## src/rtl/rf_write_buffer.sv

```systemverilog
// In-order write-back FIFO in front of the register file, with two youngest-match forwarding lookups.
// Entries reach rf_W one cycle after acceptance at the earliest; in_ready drops when full, rf_hold stalls the drain.
module rf_write_buffer #(
    parameter int DEPTH = 4,
    parameter int AW    = 5,
    parameter int DW    = 32,
    parameter int CW    = $clog2(DEPTH) + 1
) (
    input  logic          CLK,
    input  logic          RST,
    input  logic          in_valid,
    output logic          in_ready,
    input  logic [AW-1:0] in_reg,
    input  logic [DW-1:0] in_data,
    input  logic          rf_hold,
    output logic          rf_W,
    output logic [AW-1:0] rf_W_reg,
    output logic [DW-1:0] rf_W_data,
    input  logic [AW-1:0] lk_reg1,
    output logic          lk_hit1,
    output logic [DW-1:0] lk_data1,
    input  logic [AW-1:0] lk_reg2,
    output logic          lk_hit2,
    output logic [DW-1:0] lk_data2,
    output logic [CW-1:0] count,
    output logic          empty,
    output logic          full
);
    localparam int PW = $clog2(DEPTH);

    logic [AW-1:0] r_reg  [DEPTH];
    logic [DW-1:0] r_data [DEPTH];
    logic [PW-1:0] r_head;
    logic [PW-1:0] r_tail;
    logic [CW-1:0] r_count;

    logic w_push;
    logic w_pop;
    logic w_full;
    logic w_empty;

    assign w_full  = (r_count == CW'(DEPTH));
    assign w_empty = (r_count == '0);

    // Writes to register 0 complete the handshake but are dropped here.
    assign w_push = in_valid && !w_full && (in_reg != '0);
    assign w_pop  = !w_empty && !rf_hold;

    assign in_ready  = !w_full;
    assign rf_W      = w_pop;
    assign rf_W_reg  = r_reg[r_head];
    assign rf_W_data = r_data[r_head];
    assign count     = r_count;
    assign empty     = w_empty;
    assign full      = w_full;

    always_ff @(posedge CLK or posedge RST) begin
        if (RST) begin
            r_head  <= '0;
            r_tail  <= '0;
            r_count <= '0;
            for (int i = 0; i < DEPTH; i++) begin
                r_reg[i]  <= '0;
                r_data[i] <= '0;
            end
        end else begin
            if (w_push) begin
                r_reg[r_tail]  <= in_reg;
                r_data[r_tail] <= in_data;
                r_tail         <= r_tail + PW'(1);
            end
            if (w_pop) begin
                r_head <= r_head + PW'(1);
            end
            case ({w_push, w_pop})
                2'b10:   r_count <= r_count + CW'(1);
                2'b01:   r_count <= r_count - CW'(1);
                default: r_count <= r_count;
            endcase
        end
    end

    // Walk oldest to youngest so the last match wins; the head is included even while it drains.
    function automatic logic [DW:0] lookup(input logic [AW-1:0] key);
        logic [DW:0]   res;
        logic [PW-1:0] idx;
        res = '0;
        for (int i = 0; i < DEPTH; i++) begin
            idx = r_head + PW'(i);
            if ((CW'(i) < r_count) && (r_reg[idx] == key) && (key != '0)) begin
                res = {1'b1, r_data[idx]};
            end
        end
        return res;
    endfunction

    always_comb begin
        {lk_hit1, lk_data1} = lookup(lk_reg1);
        {lk_hit2, lk_data2} = lookup(lk_reg2);
    end

endmodule

```

## config.mk

```make
export PLATFORM = sky130hd
export DESIGN_NAME = rf_write_buffer
export DESIGN_NICKNAME = d
export VERILOG_FILES = /design/src/rtl/rf_write_buffer.sv
export SDC_FILE = /design/constraint.sdc
export NUM_CORES = 1
export LEC_CHECK = 0
export CORE_MARGIN = 3
export CORE_UTILIZATION = 60
export CTS_BUF_LIST = sky130_fd_sc_hd__clkbuf_2 sky130_fd_sc_hd__clkbuf_4 sky130_fd_sc_hd__clkbuf_8
export DETAILED_ROUTE_END_ITERATION = 10
export PLACE_DENSITY = 0.84
export SETUP_SLACK_MARGIN = 0.1
export SKIP_CTS_REPAIR_TIMING = 1
export SLEW_MARGIN = 15
export SYNTH_ARGS = -nofsm -noshare
export SYNTH_HDL_FRONTEND = slang
export SYNTH_SLANG_ARGS = --single-unit
```

## constraint.sdc

```tcl
create_clock -name CLK -period 8.4 [get_ports CLK]
set_input_delay 0.84 -clock CLK [delete_from_list [all_inputs] [get_ports CLK]]
set_output_delay 0.84 -clock CLK [all_outputs]
set_load 0.1 [all_outputs]
```

==> results list <==
- Sequential area share after synthesis: 30.7%
- In the synthesized netlist the async set-or-reset flop fraction comes to 100%.
- Drt first pass iters: 5
- Cell with the largest stage delay on the worst path: sky130_fd_sc_hd__dfrtp_4
* Top-Level Pins: 161
- The repair_antennas step left the layout with diodes totalling 0.
- Non-filler cells in the finished layout: 1630
- Detailed placement finished with a half-perimeter wire length of 22600 um.
- The worst path uses 83.3% of the clock period.
- Summing all non-filler instances in the final layout gives an area of 14600 um2.
- Number of buffers between clock root and the deepest sink: 2
- Antenna violations before repair: 1
* Class of the most critical hold timing path: reg2reg
* Netlist area before placement: 12600 um2
* Clock latency on the worst-skew pair: 470 ps
- Number of nets in the finished design: 1407
* Critical path arrival: 6160 ps
- Input and output buffers added on the ports amount to 160.
- Row generation in the floorplan step produced 52 rows.
- For the final database, setup skew stands at 7.42 ps.
* Net count after synthesis: 1329
* Clock transition at path regs: 90 ps
* CP Capture Type: primary output
- Antenna-violating nets left: 0
- In the post-synthesis netlist, the biggest area contributors are sky130_fd_sc_hd__dfrtp_1 (31%), sky130_fd_sc_hd__mux2_2 (16%), sky130_fd_sc_hd__mux2i_1 (7.5%), sky130_fd_sc_hd__o21ai_0 (3.9%), sky130_fd_sc_hd__o22a_1 (3.7%).
- Count of warnings emitted by yosys: 0
- The critical path goes through buf_4 > inv_2 > mux2i_1 > xnor2_1 > nand4b_1 > o211ai_4 > o21bai_1 > o221ai_1 > clkdlybuf4s50_1.
* Post-synth top area share: 30.7%
- The first global-routing pass estimated 56300 um of wire.
- For this run, the total global-route usage over all layers was measured as 31.1%.
- Deepest level of the CTS H-tree: 4
- The worst setup path is of the reg2out kind.
- Total setup violations reported at the end of the flow: 0
- The floorplan step set the die height to 151 um.
* Worst-case setup margin in the final layout: 1400 ps
- TritonCTS clock tree: built
- For this run, the slowest stage of the critical path takes 1110 ps.
- Post-place instance area: 14200 um2
* Run status: completed
- In this run, synthesis produced a sequential element count of 155.
- The number of pins with negative max-slew slack in the final report is 0.
* Distinct cell type count after synthesis: 66
- Via count of the first global-routing pass: 10700
* Most frequent cells after synthesis: sky130_fd_sc_hd__mux2_2 (179), sky130_fd_sc_hd__dfrtp_1 (155), sky130_fd_sc_hd__o21ai_0 (98)
- Pin count of the biggest net entering global routing: 196
- The root buffer cell chosen for the clock tree is sky130_fd_sc_hd__clkbuf_8.
- Type of element launching the critical path: flip-flop
- Number of cells on the worst reg-to-reg path: 4
- Summed over all failing endpoints, the final setup total negative slack is 0 ps.
- Among all flip-flop cells after synthesis, the most frequent one is sky130_fd_sc_hd__dfrtp_1.
- The average instance in the mapped netlist occupies 9.95 um2.
- Counting the fill cells in the layout gives 1551.
- Setup repair after global routing left no endpoint under its margin.
- The synthesized design contains 0 enable-type register cells.
- Including well taps, the total number of placed cells is 1598.
- Sinks on Clock Net: 155
- Library cell occupying the most area in the post-synthesis netlist: sky130_fd_sc_hd__dfrtp_1
- Via count normalized by instance count: 6.87
- Max Fanout on Critical Path: 99
- Maximum achievable frequency: 0.143 GHz
- The worst pin sits at a relative slew slack of 21.2%.
- Min Tclk post-route: 7000 ps
- Clock tree synthesis inserted a total of 17 buffers.
- Floorplan die area: 22800 um2
* Via total after detailed routing: 11200
- Weighted congestion reported at the end of routability-driven placement: 0.871
- Required time of the critical path: 7560 ps
- Starting DRC count in detailed routing: 984
* Fraction of final layout cells sized beyond drive strength 1: 22.4%
- The total overflow left after global routing is 0.
- Summed over all layers, the routed wires come to 36000 um.
* Signed area change from the synthesized netlist to the final layout: 15.8%
- In this run the horizontal extent of the chip is 151 um.
* Detail-routed net length per standard cell: 22.1 um
- After detailed routing, the number of remaining DRC violations is 0.
* Number of maximum-capacitance constraint violations: 0
* Synthesized instance count: 1269
* Core area: 20400 um2
- Worst hold stages: 1
- In the post-synthesis netlist, the cell with the most instances is sky130_fd_sc_hd__mux2_2.
- Setup WS pre-CTS: 2010 ps
- Number of flip-flops in the largest register: 128
- Effective utilization at floorplan: 61.8%
- The final number of hold-violating endpoints came to 0.
- Slew of the pin with the lowest slew margin: 1180 ps
[routing by layer]
layer  wire length [um]  GRT usage [%]  vias up
met2              17100           50.3      648
met4                949           11.1        2
met3               3380           7.15      100
met1              14500           41.2     5464
li1                   -              -     4984
met5                 20              0        -
[final timing paths]
check,start,endpoint,slack [ps]
min in group asynchronous,RST,r_reg[6]$_DFFE_PP0P_,860
setup / recovery,r_head[0]$_DFFE_PP0P_,lk_data1[31],1400
max in group asynchronous,RST,r_head[0]$_DFFE_PP0P_,5900
setup reg to reg,r_head[0]$_DFFE_PP0P_,r_head[0]$_DFFE_PP0P_,5480
hold reg to reg,r_data[84]$_DFFE_PP0P_,r_data[84]$_DFFE_PP0P_,530
hold / removal,r_data[84]$_DFFE_PP0P_,r_data[84]$_DFFE_PP0P_,530
[placed cells by master (no fill, tap or decap), drive strengths merged, types with 4 or more instances in the layout]
master | netlist | final
a211o | 26 | 26
a211oi | 28 | 28
a21o | 27 | 27
a21oi | 90 | 90
a221oi | 6 | 6
a22oi | 28 | 28
buf | 58 | 18
clkbuf | 61 | 18
clkdlybuf4s50 | 0 | 160
clkinvlp | 0 | 5
dfrtp | 155 | 155
ha | 9 | 9
inv | 8 | 12
mux2 | 179 | 179
mux2i | 96 | 96
mux4 | 22 | 22
nand2 | 53 | 53
nand3 | 4 | 4
nand4 | 33 | 33
nor2 | 49 | 49
nor2b | 34 | 34
nor3 | 4 | 4
nor4 | 7 | 7
o21ai | 118 | 118
o22a | 54 | 54
o22ai | 28 | 28
o31ai | 4 | 4
xnor2 | 43 | 43
xor2 | 9 | 9
[layout make-up]
type / instances / area [um2] / share of cell area, %
repair buffers: 178 / 1750 / 12.0
clock inverters: 14 / 169 / 1.16
flip-flops and latches: 155 / 3890 / 26.6
inverters: 9 / 38.8 / 0.265
well taps: 270 / 338 / 2.31
clock buffers: 18 / 241 / 1.65
multi-input cells: 986 / 8190 / 56.1
[through the flow]
stage | util (%) | hold slack (ps)
2_1_floorplan | - | 488
3_3_place_gp | 69.5 | 504
3_5_place_dp | 69.5 | 510
4_1_cts | 71.5 | 531
5_1_grt | 71.5 | 553
6_report | 71.5 | 532
[critical path, delay by kind of cell (launching register included)]
family / cells / cell delay [ps]
xor+xnor: 1 / 160
buf+inv: 3 / 1950
mux: 1 / 300
simple gates: 1 / 810
flops: 1 / 1110
compound gates: 3 / 1280
[cells by family (layout without fill, tap and decap cells)]
family | count (synthesis) | count (layout) | synth area share, %
AO/OA/AOI/OAI | 422 | 422 | 22.8
multiplexers | 297 | 297 | 27.7
XOR/XNOR | 52 | 52 | 3.61
AND/OR/NAND/NOR | 206 | 206 | 9.32
adder cells (fa/ha/maj) | 9 | 9 | 0.892
flip-flops | 155 | 155 | 30.7
buffers and inverters | 128 | 219 | 4.95
Power is not shown: default switching activity piles up to over one toggle a cycle in this logic, so the estimate is an artifact.
